**src/rtl/btle_rx_iq_frontend_pkg.sv**
```systemverilog
// btle_rx_fe_pkg: shared types and width helpers for the BTLE RX I/Q frontend.
// Every width-derived constant comes from a helper function, so the top and the
// DC tracker compute the same value from whatever parameters they are given.
// The *_DEF constants are those helpers evaluated at the default parameters.
package btle_rx_fe_pkg;

    typedef enum logic {
        FE_IDLE = 1'b0,
        FE_RUN  = 1'b1
    } fe_state_e;

    // Width of a boxcar sum of 2^dlog2 samples of adc_w bits.
    function automatic int sum_width(input int adc_w, input int dlog2);
        return adc_w + dlog2;
    endfunction

    // Left shift that places the boxcar sum at the top of the output word.
    function automatic int out_shift(input int out_w, input int adc_w, input int dlog2);
        return out_w - adc_w - dlog2;
    endfunction

    // DC accumulator width. One bit of headroom above out_w + shift.
    function automatic int dc_acc_width(input int out_w, input int alpha_shift);
        return out_w + alpha_shift + 1;
    endfunction

    // Saturation bounds of a signed w-bit output.
    function automatic longint sat_max(input int w);
        return (64'sd1 <<< (w - 1)) - 64'sd1;
    endfunction

    function automatic longint sat_min(input int w);
        return -(64'sd1 <<< (w - 1));
    endfunction

    localparam int     SUM_W_DEF     = sum_width(12, 1);
    localparam int     OUT_SHIFT_DEF = out_shift(16, 12, 1);
    localparam int     DC_ACC_W_DEF  = dc_acc_width(16, 10);
    localparam longint SAT_MAX_DEF   = sat_max(16);
    localparam longint SAT_MIN_DEF   = sat_min(16);

endpackage

```
**src/rtl/btle_rx_iq_frontend_if.sv**
```systemverilog
// btle_rx_iq_frontend_if: ADC-side and controller-side signals of the RX frontend.
//   adc_i/adc_q/adc_valid : raw signed ADC samples and their strobe
//   enable                : frontend run; low flushes the current group
//   rx_i/q_signal         : decimated signed samples toward the controller
//   rx_iq_valid           : one-cycle strobe per output pair
//   sat_flag              : sticky saturation indicator
// Modport master drives the ADC side; modport slave is the frontend itself.
interface btle_rx_iq_frontend_if #(
    parameter int ADC_BIT_WIDTH               = 12,
    parameter int GFSK_DEMODULATION_BIT_WIDTH = 16
);
    logic signed [ADC_BIT_WIDTH-1:0]               adc_i;
    logic signed [ADC_BIT_WIDTH-1:0]               adc_q;
    logic                                          adc_valid;
    logic                                          enable;
    logic signed [GFSK_DEMODULATION_BIT_WIDTH-1:0] rx_i_signal;
    logic signed [GFSK_DEMODULATION_BIT_WIDTH-1:0] rx_q_signal;
    logic                                          rx_iq_valid;
    logic                                          sat_flag;

    modport master (
        output adc_i, adc_q, adc_valid, enable,
        input  rx_i_signal, rx_q_signal, rx_iq_valid, sat_flag
    );

    modport slave (
        input  adc_i, adc_q, adc_valid, enable,
        output rx_i_signal, rx_q_signal, rx_iq_valid, sat_flag
    );
endinterface

```
**src/rtl/btle_rx_iq_frontend_dc.sv**
```systemverilog
// btle_rx_dc_tracker: single-channel DC estimate, subtraction and saturation.
//   clk, rst : clock, asynchronous active-high reset (the only way to clear dc_acc)
//   strobe   : a new decimated sample s is present this cycle
//   s        : scaled decimated sample
//   y        : s minus the current DC estimate, saturated to W bits (combinational)
//   sat      : y was clamped this cycle
// The estimate is dc_acc >>> SHIFT. The output uses the estimate before dc_acc is
// updated, so the frontend latency is unchanged.
module btle_rx_dc_tracker
    import btle_rx_fe_pkg::*;
#(
    parameter int W     = 16,
    parameter int SHIFT = 10
) (
    input  logic                clk,
    input  logic                rst,
    input  logic                strobe,
    input  logic signed [W-1:0] s,
    output logic signed [W-1:0] y,
    output logic                sat
);
    localparam int DW = dc_acc_width(W, SHIFT);
    localparam logic signed [W+1:0] Y_MAX = (W+2)'(sat_max(W));
    localparam logic signed [W+1:0] Y_MIN = (W+2)'(sat_min(W));

    logic signed [DW-1:0] dc_acc_q;
    logic signed [W:0]    est;   // dc_acc >>> SHIFT always fits in W+1 bits
    logic signed [W+1:0]  diff;

    assign est  = (W+1)'(dc_acc_q >>> SHIFT);
    assign diff = (W+2)'(s) - (W+2)'(est);

    always_comb begin
        sat = 1'b0;
        y   = W'(diff);
        if (diff > Y_MAX) begin
            sat = 1'b1;
            y   = W'(Y_MAX);
        end else if (diff < Y_MIN) begin
            sat = 1'b1;
            y   = W'(Y_MIN);
        end
    end

    always_ff @(posedge clk or posedge rst) begin
        if (rst)
            dc_acc_q <= '0;
        else if (strobe)
            dc_acc_q <= dc_acc_q + DW'(s) - DW'(est);
    end
endmodule

```
**src/rtl/btle_rx_iq_frontend.sv**
```systemverilog
// btle_rx_iq_frontend: boxcar-decimating RX sample conditioner.
//   clk, rst : clock, asynchronous active-high reset
//   bus      : btle_rx_iq_frontend_if.slave (ADC input, enable, rx_* outputs, sat_flag)
// Each group of 2^DECIM_LOG2 accepted samples is summed, shifted up to
// GFSK_DEMODULATION_BIT_WIDTH and emitted one clock after the group's last sample.
// Optional macro BTLE_RX_DC_REMOVAL_EN adds a per-channel DC tracker with output
// saturation. Without the macro, output = scaled sum and sat_flag stays 0.
module btle_rx_iq_frontend
    import btle_rx_fe_pkg::*;
#(
    parameter int ADC_BIT_WIDTH               = 12,
    parameter int GFSK_DEMODULATION_BIT_WIDTH = 16,
    parameter int DECIM_LOG2                  = 1,
    parameter int DC_ALPHA_SHIFT              = 10
) (
    input logic                  clk,
    input logic                  rst,
    btle_rx_iq_frontend_if.slave bus
);
    localparam int W     = GFSK_DEMODULATION_BIT_WIDTH;
    localparam int SUM_W = sum_width(ADC_BIT_WIDTH, DECIM_LOG2);
    localparam int SHIFT = out_shift(W, ADC_BIT_WIDTH, DECIM_LOG2);
    // With DECIM_LOG2 = 0 a 1-bit counter is kept at 0, so every sample is a group's last.
    localparam int CNT_W = (DECIM_LOG2 > 0) ? DECIM_LOG2 : 1;
    localparam logic [CNT_W-1:0] LAST = CNT_W'((1 << DECIM_LOG2) - 1);

    fe_state_e state_q, state_d;
    logic      take, flush, last, emit, sat_hit;

    logic [CNT_W-1:0]        cnt_q;
    logic signed [SUM_W-1:0] acc_i_q, acc_q_q, sum_i, sum_q;
    logic signed [W-1:0]     s_i, s_q, y_i, y_q;
    logic signed [W-1:0]     rx_i_q, rx_q_q;
    logic                    vld_q, sat_q;

    always_ff @(posedge clk or posedge rst) begin
        if (rst) state_q <= FE_IDLE;
        else     state_q <= state_d;
    end

    // enable acts in the same cycle: a sample is never accepted while enable is low.
    // The flush output marks the RUN->IDLE cycle, which clears the sticky flag.
    always_comb begin
        state_d = state_q;
        take    = 1'b0;
        flush   = 1'b0;
        case (state_q)
            FE_IDLE: begin
                if (bus.enable) begin
                    state_d = FE_RUN;
                    take    = bus.adc_valid;
                end
            end
            FE_RUN: begin
                if (!bus.enable) begin
                    state_d = FE_IDLE;
                    flush   = 1'b1;
                end else begin
                    take = bus.adc_valid;
                end
            end
            default: state_d = FE_IDLE;
        endcase
    end

    assign last  = (cnt_q == LAST);
    assign emit  = take && last;
    assign sum_i = acc_i_q + SUM_W'(bus.adc_i);
    assign sum_q = acc_q_q + SUM_W'(bus.adc_q);
    assign s_i   = W'(sum_i) <<< SHIFT;
    assign s_q   = W'(sum_q) <<< SHIFT;

    always_ff @(posedge clk or posedge rst) begin
        if (rst) begin
            cnt_q   <= '0;
            acc_i_q <= '0;
            acc_q_q <= '0;
        end else if (!bus.enable) begin
            cnt_q   <= '0;
            acc_i_q <= '0;
            acc_q_q <= '0;
        end else if (bus.adc_valid) begin
            if (last) begin
                cnt_q   <= '0;
                acc_i_q <= '0;
                acc_q_q <= '0;
            end else begin
                cnt_q   <= cnt_q + CNT_W'(1);
                acc_i_q <= sum_i;
                acc_q_q <= sum_q;
            end
        end
    end

`ifdef BTLE_RX_DC_REMOVAL_EN
    logic sat_i, sat_q_ch;

    btle_rx_dc_tracker #(.W(W), .SHIFT(DC_ALPHA_SHIFT)) u_dc_i (
        .clk(clk), .rst(rst), .strobe(emit), .s(s_i), .y(y_i), .sat(sat_i)
    );
    btle_rx_dc_tracker #(.W(W), .SHIFT(DC_ALPHA_SHIFT)) u_dc_q (
        .clk(clk), .rst(rst), .strobe(emit), .s(s_q), .y(y_q), .sat(sat_q_ch)
    );

    assign sat_hit = emit && (sat_i || sat_q_ch);
`else
    assign y_i     = s_i;
    assign y_q     = s_q;
    assign sat_hit = 1'b0;
`endif

    always_ff @(posedge clk or posedge rst) begin
        if (rst) begin
            rx_i_q <= '0;
            rx_q_q <= '0;
            vld_q  <= 1'b0;
        end else begin
            vld_q <= emit;
            if (emit) begin
                rx_i_q <= y_i;
                rx_q_q <= y_q;
            end
        end
    end

    always_ff @(posedge clk or posedge rst) begin
        if (rst)          sat_q <= 1'b0;
        else if (flush)   sat_q <= 1'b0;
        else if (sat_hit) sat_q <= 1'b1;
    end

    assign bus.rx_i_signal = rx_i_q;
    assign bus.rx_q_signal = rx_q_q;
    assign bus.rx_iq_valid = vld_q;
    assign bus.sat_flag    = sat_q;
endmodule

```
**src/flat_wrapper.sv**
```systemverilog
// flat-port wrapper written by rule: the top's interface ports become plain ports
module btle_rx_iq_frontend_flat import btle_rx_fe_pkg::*;
#(
    parameter int ADC_BIT_WIDTH               = 12,
    parameter int GFSK_DEMODULATION_BIT_WIDTH = 16,
    parameter int DECIM_LOG2                  = 1,
    parameter int DC_ALPHA_SHIFT              = 10
)
  (clk, rst, bus_adc_i, bus_adc_q, bus_adc_valid, bus_enable, bus_rx_i_signal, bus_rx_q_signal, bus_rx_iq_valid, bus_sat_flag);
  btle_rx_iq_frontend_if #(.ADC_BIT_WIDTH(ADC_BIT_WIDTH), .GFSK_DEMODULATION_BIT_WIDTH(GFSK_DEMODULATION_BIT_WIDTH)) bus_i ();
  input logic clk;
  input logic rst;
  input wire logic [$bits(bus_i.adc_i)-1:0] bus_adc_i;
  input wire logic [$bits(bus_i.adc_q)-1:0] bus_adc_q;
  input wire logic [$bits(bus_i.adc_valid)-1:0] bus_adc_valid;
  input wire logic [$bits(bus_i.enable)-1:0] bus_enable;
  output wire logic [$bits(bus_i.rx_i_signal)-1:0] bus_rx_i_signal;
  output wire logic [$bits(bus_i.rx_q_signal)-1:0] bus_rx_q_signal;
  output wire logic [$bits(bus_i.rx_iq_valid)-1:0] bus_rx_iq_valid;
  output wire logic [$bits(bus_i.sat_flag)-1:0] bus_sat_flag;
  assign bus_i.adc_i = bus_adc_i;
  assign bus_i.adc_q = bus_adc_q;
  assign bus_i.adc_valid = bus_adc_valid;
  assign bus_i.enable = bus_enable;
  assign bus_rx_i_signal = bus_i.rx_i_signal;
  assign bus_rx_q_signal = bus_i.rx_q_signal;
  assign bus_rx_iq_valid = bus_i.rx_iq_valid;
  assign bus_sat_flag = bus_i.sat_flag;
  btle_rx_iq_frontend #(.ADC_BIT_WIDTH(ADC_BIT_WIDTH), .GFSK_DEMODULATION_BIT_WIDTH(GFSK_DEMODULATION_BIT_WIDTH), .DECIM_LOG2(DECIM_LOG2), .DC_ALPHA_SHIFT(DC_ALPHA_SHIFT)) u_core (.clk(clk), .rst(rst), .bus(bus_i));
endmodule
```
**config.mk**
```make
export PLATFORM = sky130hd
export DESIGN_NAME = btle_rx_iq_frontend_flat
export DESIGN_NICKNAME = d
export VERILOG_FILES = /design/src/rtl/btle_rx_iq_frontend_pkg.sv /design/src/rtl/btle_rx_iq_frontend_if.sv /design/src/rtl/btle_rx_iq_frontend_dc.sv /design/src/rtl/btle_rx_iq_frontend.sv /design/src/flat_wrapper.sv
export SDC_FILE = /design/constraint.sdc
export NUM_CORES = 1
export LEC_CHECK = 0
export ABC_AREA = 0
export BUFFER_PORTS_ARGS = -buffer_cell sky130_fd_sc_hd__buf_2
export CORE_ASPECT_RATIO = 1.5
export CORE_MARGIN = 3
export CORE_UTILIZATION = 34
export DETAILED_ROUTE_END_ITERATION = 7
export PLACE_DENSITY = 0.54
export SYNTH_ARGS = -nofsm -noshare
export SYNTH_HDL_FRONTEND = slang
export SYNTH_HIERARCHICAL = 1
export SYNTH_SLANG_ARGS = --single-unit
export TNS_END_PERCENT = 30
```
**constraint.sdc**
```tcl
create_clock -name clk -period 2.5 [get_ports clk]
set_input_delay 0.375 -clock clk [delete_from_list [all_inputs] [get_ports clk]]
set_output_delay 0.375 -clock clk [all_outputs]
set_load 0.05 [all_outputs]
```
==> results of run 1 <==
-- logic make-up (layout without fill, tap and decap cells) --
logic type / count (synthesis) / in the layout / share of synthesized area [%]
AOI/OAI and AO/OA: 88 / 88 / 17.9
xor gates and xnor gates: 25 / 25 / 7.76
adders and majority gates: 26 / 26 / 11.4
buffers and inverters: 26 / 77 / 4.13
DFF: 54 / 54 / 45.1
muxes: 7 / 7 / 2.63
other: 1 / 7 / 0.125
and+or+nand+nor: 77 / 77 / 11.1
-- report_power, final --
group	switching (W)	internal, W
sequential	0.000108	0.00109
clock	0.000309	0.000495
combinational	0.00104	0.000404
total	0.00146	0.00199
-- layer usage --
layer | track usage [%] | wire [µm] | vias to the layer above
met3 | 3.19 | 295 | 9
met5 | 0 | 0 | -
li1 | - | - | 1160
met1 | 17.0 | 2830 | 1089
met4 | 5.21 | 112 | 0
met2 | 25.8 | 3470 | 54
-- worst max-delay path, cell delays in order (launching register included) --
cell,delay (ns)
dfrtp_1,0.35
ha_1,0.17
inv_1,0.06
fa_1,0.40
nand2b_4,0.17
a21oi_2,0.17
o211ai_2,0.12
a21oi_2,0.17
nor3_1,0.06
or4b_1,0.49
o211ai_1,0.10
-- area by class of cell --
| cell class | count | area, µm² |
|---|---|---|
| Fill cell | 863 | 4930 |
| Multi-Input combinational cell | 230 | 1570 |
| Sequential cell | 54 | 1350 |
| Timing Repair Buffer | 60 | 328 |
| Clock buffer | 6 | 139 |
| Tap cell | 107 | 134 |
| Inverter | 10 | 37.5 |
| Clock inverter | 1 | 30.0 |
-- stage by stage --
step           hold WS (ns)  cell area, µm²  setup TNS (ns)  setup WS, ns  std cells
6_report             0.0409            3590               0         0.155        468
2_1_floorplan         0.454            3020               0         0.243        310
5_1_grt              0.0694            3590        -0.00943      -0.00943        468
3_5_place_dp          0.362            3400               0        0.0161        461
4_1_cts              0.0464            3570               0         0.116        468
3_3_place_gp          0.362            3400               0        0.0682        461
-- worst min path at each step --
stage / startpoint / end / slack [ns] / cells after the start
final: rst / u_core/bus.rx_q_signal[6]$_DFFE_PP0P_ / 0.04 / 2
after global routing: rst / u_core/acc_q_q[7]$_DFFE_PP0P_ / 0.07 / 2
after detailed placement: rst / u_core/bus.rx_q_signal[6]$_DFFE_PP0P_ / 0.36 / 2
after floorplan: u_core/acc_i_q[10]$_DFFE_PP0P_ / u_core/acc_i_q[10]$_DFFE_PP0P_ / 0.45 / 2
after global placement: rst / u_core/bus.rx_q_signal[6]$_DFFE_PP0P_ / 0.36 / 2
after CTS: rst / u_core/acc_q_q[7]$_DFFE_PP0P_ / 0.05 / 2
-- state kept, by name (all words and copies together) (netlist names) --
signal	cells
u_core/bus.rx_i_signal	13
u_core/cnt_q	1
u_core/bus.rx_q_signal	13
u_core/bus.rx_iq_valid	1
u_core/acc_q_q	13
u_core/acc_i_q	13
-- layout by cell type, fill, tap and decap left out, types with 2 or more instances in the layout --
cell | netlist | final
buf_2 | 0 | 54
dfrtp_1 | 54 | 54
nand2_1 | 51 | 51
o21ai_0 | 37 | 36
ha_1 | 24 | 24
a21oi_1 | 18 | 17
xnor2_1 | 12 | 12
xor2_1 | 12 | 11
a22o_1 | 10 | 10
inv_1 | 9 | 8
nor2_1 | 7 | 7
a21o_1 | 7 | 7
mux2_2 | 7 | 7
conb_1 | 1 | 7
nand3_1 | 6 | 6
clkbuf_16 | 0 | 5
buf_4 | 7 | 5
a31oi_1 | 4 | 4
nand2b_1 | 4 | 3
o211ai_1 | 3 | 3
a21oi_2 | 2 | 3
nand4_1 | 3 | 3
o21ai_1 | 1 | 2
inv_2 | 1 | 2
o21bai_1 | 2 | 2
fa_1 | 2 | 2
-- what timing repair did --
item                                    in CTS  in global routing
gates resized for setup                      0                  4
buffers inserted                             0                  0
endpoints found under the setup margin       0                  5
==> run summary, run 1 <==
status: finished, final reports clean
area share of the largest cell type after synthesis: 45.1%
reg-to-reg startpoint: u_core/acc_i_q[0]$_DFFE_PP0P_
H-tree depth: 2
Reg clk slew, reported paths: 0.07 ns
Core Box Area: 0.00852 mm²
asr flop ratio synth: 100%
die span in x: 82.7 µm
max-slew violations: 0
# rows: 41
Hold Crit Class: in -> async
chip height: 121 µm
WS Path Type: reg -> reg
Mapped Cells: 304
Hold Violations, Final: 0
Yosys cell types: 35
crit path launch: u_core/acc_i_q[0]$_DFFE_PP0P_
total gr overflow: 0
final WL: 6.71 mm
Net count, final: 415
clk_skew: 0.00645 ns
cell with the most instances after synthesis: dfrtp_1
Max Root-Sink Buffers: 2
Num CTS Buffers: 5
synth top area cells: dfrtp_1 (45%), ha_1 (10%), nand2_1 (6.4%)
gr usage total: 14.6%
Util after Layout: 42.1%
crit start category: flop
R2R Path End: u_core/acc_i_q[12]$_DFFE_PP0P_
wire per inst: 14.3 µm
#FFs+latches synth: 54
Pleak: 1.82 nW
Yosys top cell by area: dfrtp_1
die area: 0.0100 mm²
Worst Path Max Fanout: 3
Syn Std Cell Area: 0.00300 mm²
P per Cell Area: 960 mW/mm²
TritonCTS clock tree: done
EDFF count, synth: 0
WP data required: 2.71 ns
worst skew pair latency: 0.29 ns
fin crit share: 93.8%
Crit. End Element: flop
initial antenna violation count: 0
Pre-Repair DR Iteration Count: 4
Seq/Total Area, Yosys: 45.1%
CTS Root Cell: clkbuf_16
share of layout cells above drive strength 1: 23.3%
reg-to-reg slack, setup: 0.16 ns
Ys Warns: 6
number of vias per cell: 4.94
Starting Density: 35.2%
DP Wirelength: 5.09 mm
ant diodes: 0
CTS Hold Bufs: 0
Max Cap Viol: 0
Detail Route Antenna Nets: 0
Setup Viol. Count Final: 0
DRC: 0
first-pass GRT wire length: 11.2 mm
Arr. time, crit path: 2.56 ns
Layout area overhead: 19.6%
Synth Flop Type: dfrtp_1
Mean Syn Cell Area: 9.86 µm²
Critical Path Sink: u_core/acc_i_q[12]$_DFFE_PP0P_
CTS sink count: 54
Max IR drop VDD: 0.000462 V
fmax: 0.426 GHz
Ports: 62
GPL Wtd Cong: 0.840
Port Buffers: 54
Tmin final: 2.34 ns
r2r worst-path depth: 10
total number of vias: 2,312
largest net degree at the start of global routing: 31
top post-synthesis cells by count: dfrtp_1 (54), nand2_1 (51), o21ai_0 (37)
total power: 0.00344 W
number of DRC violations after detailed-routing iteration 0: 49
vias in the first global route: 2,353
No activity file was read; power rests on OpenSTA's default activity.
==> run 2: changes to the inputs <==
--- a/config.mk
+++ b/config.mk
@@ -9,9 +9,9 @@
 export BUFFER_PORTS_ARGS = -buffer_cell sky130_fd_sc_hd__buf_2
 export CORE_ASPECT_RATIO = 1.5
 export CORE_MARGIN = 3
-export CORE_UTILIZATION = 34
+export CORE_UTILIZATION = 55
 export DETAILED_ROUTE_END_ITERATION = 7
-export PLACE_DENSITY = 0.54
+export PLACE_DENSITY = 0.8
 export SYNTH_ARGS = -nofsm -noshare
 export SYNTH_HDL_FRONTEND = slang
 export SYNTH_HIERARCHICAL = 1
==> run 2 against run 1 <==
Combinational power about the same. Hold slack improved by 0.071 ns. Sequential power about the same. Critical path depth unchanged. Cell area decreased by 3.3%. Largest power group unchanged. Sequential share of layout area increased by 1.3 points. Highest routed layer unchanged.
==> run summary, run 2 (same netlist as run 1, synthesis figures left out) <==
Num CTS Buffers: 5 (unchanged)
gr usage total: 22.0% (was 14.6%)
total gr overflow: 0 (unchanged)
Worst-Margin Slew: 0.611 ns
total number of vias: 2,357 (was 2,312)
CTS sink count: 54 (unchanged)
r2r worst-path depth: 10 (unchanged)
Critical Path Sink: u_core/acc_i_q[12]$_DFFE_PP0P_ (unchanged)
R2R Path End: u_core/acc_i_q[12]$_DFFE_PP0P_ (unchanged)
crit path launch: u_core/acc_i_q[0]$_DFFE_PP0P_ (unchanged)
initial antenna violation count: 0 (unchanged)
TritonCTS clock tree: done (unchanged)
final WL: 6.41 mm (was 6.71 mm)
unrepaired setup endpoints after global routing: false
first-pass GRT wire length: 10.7 mm (was 11.2 mm)
largest net degree at the start of global routing: 29 (was 31)
Layout area overhead: 15.6% (was 19.6%)
Detail Route Antenna Nets: 0 (unchanged)
share of layout cells above drive strength 1: 22.9% (was 23.3%)
# rows: 32 (was 41)
reg-to-reg slack, setup: 0.15 ns (was 0.16 ns)
WS Path Type: reg -> reg (unchanged)
Hold Slack: 0.112 ns (was 0.0409 ns)
Setup Viol. Count Final: 0 (unchanged)
Hold Violations, Final: 0 (unchanged)
Max Root-Sink Buffers: 2 (unchanged)
crit start category: flop (unchanged)
reg-to-reg startpoint: u_core/acc_i_q[0]$_DFFE_PP0P_ (unchanged)
Crit. End Element: flop (unchanged)
setup TNS: 0 ns (unchanged)
Util after Layout: 66.6% (was 42.1%)
GPL Wtd Cong: 0.826 (was 0.840)
Pre-Repair DR Iteration Count: 4 (unchanged)
Pleak: 1.79 nW (was 1.82 nW)
commonest non-fill, non-tap cells in the layout: buf_2 (54), dfrtp_1 (54), nand2_1 (51) (unchanged)
Hold Crit Class: in -> async (unchanged)
CTS Root Cell: clkbuf_8 (was clkbuf_16)
total power: 0.00325 W (was 0.00344 W)
Cell Count Post-Placement: 422 (was 461)
ant diodes: 0 (unchanged)
Post-Layout Cell Count: 431 (was 468)
DP Wirelength: 4.75 mm (was 5.09 mm)
Max Cap Viol: 0 (unchanged)
fin crit share: 94.1% (was 93.8%)
fmax: 0.425 GHz (was 0.426 GHz)
Max IR drop VDD: 0.000594 V (was 0.000462 V)
status: finished, final reports clean (unchanged)
worst rel slew slack: 59.2%
Port Buffers: 54 (unchanged)
Ports: 62 (unchanged)
Tmin final: 2.35 ns (was 2.34 ns)
die span in x: 66.3 µm (was 82.7 µm)
clk_skew: 0.0206 ns (was 0.00645 ns)
number of vias per cell: 5.47 (was 4.94)
die area: 0.00639 mm² (was 0.0100 mm²)
max-slew violations: 0 (unchanged)
Net count, final: 416 (was 415)
H-tree depth: 2 (unchanged)
number of DRC violations after detailed-routing iteration 0: 171 (was 49)
Worst Path Max Fanout: 3 (unchanged)
WP data required: 2.75 ns (was 2.71 ns)
P per Cell Area: 938 mW/mm² (was 960 mW/mm²)
CTS Hold Bufs: 0 (unchanged)
chip height: 96.4 µm (was 121 µm)
Arr. time, crit path: 2.60 ns (was 2.56 ns)
worst skew pair latency: 0.32 ns (was 0.29 ns)
Starting Density: 57.6% (was 35.2%)
DRC: 0 (unchanged)
wire per inst: 14.9 µm (was 14.3 µm)
Reg clk slew, reported paths: 0.11 ns (was 0.07 ns)
vias in the first global route: 2,407 (was 2,353)
Core Box Area: 0.00520 mm² (was 0.00852 mm²)
run 2: where the power goes:
group / switching (W) / total [W] / internal, W
sequential: 0.000110 / 0.00120 / 0.00109
clock: 0.000309 / 0.000613 / 0.000304
combinational: 0.00104 / 0.00144 / 0.000401
total: 0.00146 / 0.00325 / 0.00179
run 2: worst min-delay path by stage:
stage | from | to | slack (ns) | cells after the start
after floorplan | u_core/acc_i_q[10]$_DFFE_PP0P_ | u_core/acc_i_q[10]$_DFFE_PP0P_ | 0.45 | 2
after global placement | u_core/bus.rx_i_signal[6]$_DFFE_PP0P_ | u_core/bus.rx_i_signal[6]$_DFFE_PP0P_ | 0.45 | 2
after detailed placement | u_core/bus.rx_i_signal[8]$_DFFE_PP0P_ | u_core/bus.rx_i_signal[8]$_DFFE_PP0P_ | 0.46 | 2
after CTS | rst | u_core/acc_q_q[7]$_DFFE_PP0P_ | 0.12 | 2
after global routing | rst | u_core/acc_q_q[6]$_DFFE_PP0P_ | 0.14 | 2
final | rst | u_core/bus.rx_q_signal[9]$_DFFE_PP0P_ | 0.11 | 2
run 2: per-layer routing:
layer	routed length (µm)	vias to the layer above	part of all wire, %	GRT usage [%]
met5	0	-	0	0
met4	93	0	1.5	8.31
met3	278	6	4.3	4.05
met2	3520	61	55	40.0
met1	2510	1127	39	25.4
li1	-	1163	-	-
run 2: worst max-delay path, stage by stage, from the launching register on:
cell and delay (ns):
dfrtp_1 0.37, ha_1 0.17, inv_1 0.05, fa_1 0.41, nand2b_4 0.17, a21oi_2 0.17, o211ai_2 0.12, a21oi_2 0.18
nor3_1 0.06, or4b_1 0.49, o211ai_1 0.10
run 2: layout make-up:
| class | count | area (µm²) |
|---|---|---|
| Clock buffer | 5 | 68.8 |
| Fill cell | 446 | 1740 |
| Tap cell | 68 | 85.1 |
| Multi-Input combinational cell | 230 | 1550 |
| Timing Repair Buffer | 61 | 323 |
| Clock inverter | 3 | 47.5 |
| Sequential cell | 54 | 1350 |
| Inverter | 10 | 37.5 |
run 2: what timing repair did:
| action | in CTS | in global routing |
|---|---|---|
| endpoints found under the setup margin | 0 | 1 |
| setup buffers | 0 | 1 |
| gates resized for setup | 0 | 1 |
| hold endpoints to repair | 0 | 0 |
run 2: stage by stage:
| stage | setup slack, ns | cell area, µm² |
|---|---|---|
| global route | 0.0242 | 3470 |
| detailed placement | 0.0141 | 3330 |
| CTS | 0.129 | 3450 |
| floorplan | 0.243 | 3020 |
| finish | 0.149 | 3470 |
| global placement | 0.0737 | 3330 |
==> run 3: changes to the inputs <==
--- a/config.mk
+++ b/config.mk
@@ -11,6 +11,7 @@
 export CORE_MARGIN = 3
 export CORE_UTILIZATION = 55
 export DETAILED_ROUTE_END_ITERATION = 7
+export MAX_ROUTING_LAYER = met4
 export PLACE_DENSITY = 0.8
 export SYNTH_ARGS = -nofsm -noshare
 export SYNTH_HDL_FRONTEND = slang
==> run 3 against run 2 <==
Total power barely moved. Worst setup slack got worse by 0.0014 ns. Flip-flop and latch count did not move. Wire length barely moved. Cell area did not move. Global-route usage rose by 0.62 points. Critical path depth did not move. Sequential share of layout area did not move. Sequential power barely moved. Largest cell class unchanged.
==> run summary, run 3 (same netlist as run 1, synthesis figures left out) <==
first-pass GRT wire length: 10.7 mm (about the same)
share of layout cells above drive strength 1: 22.9% (unchanged)
crit start category: flop (unchanged)
post-route cell area: 0.00347 mm² (unchanged)
P_int: 0.00179 W (about the same)
Hold Slack: 0.111 ns (was 0.112 ns)
Detail Route Antenna Nets: 0 (unchanged)
most used routing layer: met2 (unchanged)
Starting Density: 57.6% (unchanged)
clk_skew: 0.0209 ns (was 0.0206 ns)
Max Root-Sink Buffers: 2 (unchanged)
Max Cap Viol: 0 (unchanged)
Crit. End Element: flop (unchanged)
GR met1 Demand/Resource: 25.5% (was 25.4%)
final WL: 6.40 mm (was 6.41 mm)
fmax: 0.425 GHz (about the same)
die span in x: 66.3 µm (unchanged)
Area after DPL: 0.00333 mm² (unchanged)
Register Area: 0.00135 mm² (unchanged)
initial antenna violation count: 0 (unchanged)
Worst-Margin Slew: 0.609 ns (was 0.611 ns)
worst rel slew slack: 59.3% (was 59.2%)
H-tree depth: 2 (unchanged)
total gr overflow: 0 (unchanged)
Ports: 62 (unchanged)
commonest non-fill, non-tap cells in the layout: buf_2 (54), dfrtp_1 (54), nand2_1 (51) (unchanged)
Num CTS Buffers: 5 (unchanged)
M3 GR Usage: 3.82% (was 4.05%)
setup TNS: 0 ns (unchanged)
sw power: 0.00146 W (about the same)
unrepaired setup endpoints after global routing: false (unchanged)
P per Cell Area: 938 mW/mm² (about the same)
DP Wirelength: 4.75 mm (unchanged)
crit path launch: u_core/acc_i_q[0]$_DFFE_PP0P_ (unchanged)
Pre-Repair DR Iteration Count: 4 (unchanged)
total number of vias: 2,360 (was 2,357)
total power: 0.00325 W (about the same)
GPL Wtd Cong: 0.838 (was 0.826)
WS Path Type: reg -> reg (unchanged)
Arr. time, crit path: 2.60 ns (about the same)
sequential power share: 36.8% (about the same)
reg-to-reg startpoint: u_core/acc_i_q[0]$_DFFE_PP0P_ (unchanged)
wire per inst: 14.8 µm (was 14.9 µm)
Net count, final: 416 (unchanged)
Hold Violations, Final: 0 (unchanged)
max-slew violations: 0 (unchanged)
Setup Viol. Count Final: 0 (unchanged)
# rows: 32 (unchanged)
fin crit share: 94.1% (about the same)
Max IR drop VDD: 0.000594 V (about the same)
Reg clk slew, reported paths: 0.11 ns (about the same)
die area: 0.00639 mm² (unchanged)
CTS Hold Bufs: 0 (unchanged)
TritonCTS clock tree: done (unchanged)
fillcell total: 446 (unchanged)
vias in the first global route: 2,408 (was 2,407)
Pleak: 1.79 nW (unchanged)
post-route setup slack: 0.147 ns (was 0.149 ns)
CTS sink count: 54 (unchanged)
Comb pwr share: 44.3% (about the same)
Tmin final: 2.35 ns (about the same)
chip height: 96.4 µm (unchanged)
WP data required: 2.75 ns (about the same)
number of DRC violations after detailed-routing iteration 0: 168 (was 171)
Layout area overhead: 15.6% (unchanged)
DRC: 0 (unchanged)
gr usage total: 22.7% (was 22.0%)
Worst Path Max Fanout: 3 (unchanged)
pre-CTS setup slack: 0.0141 ns (unchanged)
met2 usage in global routing: 40.0% (unchanged)
Port Buffers: 54 (unchanged)
number of vias per cell: 5.48 (was 5.47)
Switching Fraction: 44.9% (about the same)
Hold Crit Class: in -> async (unchanged)
clock network power share: 18.9% (about the same)
ant diodes: 0 (unchanged)
Multi-input gate area: 0.00155 mm² (unchanged)
worst skew pair latency: 0.32 ns (about the same)
CTS Root Cell: clkbuf_8 (unchanged)
largest net degree at the start of global routing: 29 (unchanged)
Core Box Area: 0.00520 mm² (unchanged)
status: finished, final reports clean (unchanged)
[run 3: cell counts in the layout (fill, tap and decap cells not counted)]
No cell type changed its count.
[run 3: power by group through the flow]
stage	logic (W)	clock network, W	registers [W]
2_1_floorplan	0.000526	0	0.00181
3_3_place_gp	0.00141	0	0.00121
3_5_place_dp	0.00144	0	0.00122
4_1_cts	0.00144	0.000634	0.00120
5_1_grt	0.00156	0.000661	0.00123
6_report	0.00144	0.000613	0.00120
[run 3: what timing repair did]
item                                    in CTS  in global routing
setup buffers                                0                  1
gates resized for setup                      0                  1
hold endpoints to repair                     0                  0
endpoints found under the setup margin       0                  1
[run 3: worst max-delay path, stage by stage, from the launching register on]
cell and delay [ns]:
dfrtp_1 0.37, ha_1 0.17, inv_1 0.05, fa_1 0.41, nand2b_4 0.17, a21oi_2 0.17, o211ai_2 0.12, a21oi_2 0.19
nor3_1 0.06, or4b_1 0.49, o211ai_1 0.10
[run 3: per-layer routing]
layer / part of all wire [%] / vias up / routed length, µm
met5: 0 / - / 0
met4: 1.5 / 0 / 93
met3: 4.8 / 6 / 304
met2: 55 / 71 / 3510
met1: 39 / 1120 / 2500
li1: - / 1163 / -
[run 3: stage by stage]
stage	instances	util [%]
floorplan	310	-
global placement	422	64.1
detailed placement	422	64.1
CTS	430	66.3
global route	431	66.6
finish	431	66.6
[run 3: area by class of cell]
| class | count | area share (%) |
|---|---|---|
| inverter | 10 | 1.08 |
| clock inverter | 3 | 1.37 |
| tap | 68 | 2.45 |
| timing repair buffer | 61 | 9.31 |
| sequential | 54 | 39.0 |
| multi-input combinational | 230 | 44.8 |
| clock buffer | 5 | 1.99 |
[run 3: path summary, 6_finish.rpt]
kind	slack [ns]	depth (start not counted)	endpoint
setup / recovery	0.15	10	u_core/acc_i_q[12]$_DFFE_PP0P_
hold / removal	0.11	2	u_core/bus.rx_q_signal[9]$_DFFE_PP0P_
setup reg to reg	0.15	10	u_core/acc_i_q[12]$_DFFE_PP0P_
hold reg to reg	0.48	2	u_core/bus.rx_i_signal[8]$_DFFE_PP0P_
max in group asynchronous	1.73	3	u_core/acc_i_q[5]$_DFFE_PP0P_
min in group clk	0.30	2	u_core/cnt_q$_DFFE_PP0P_
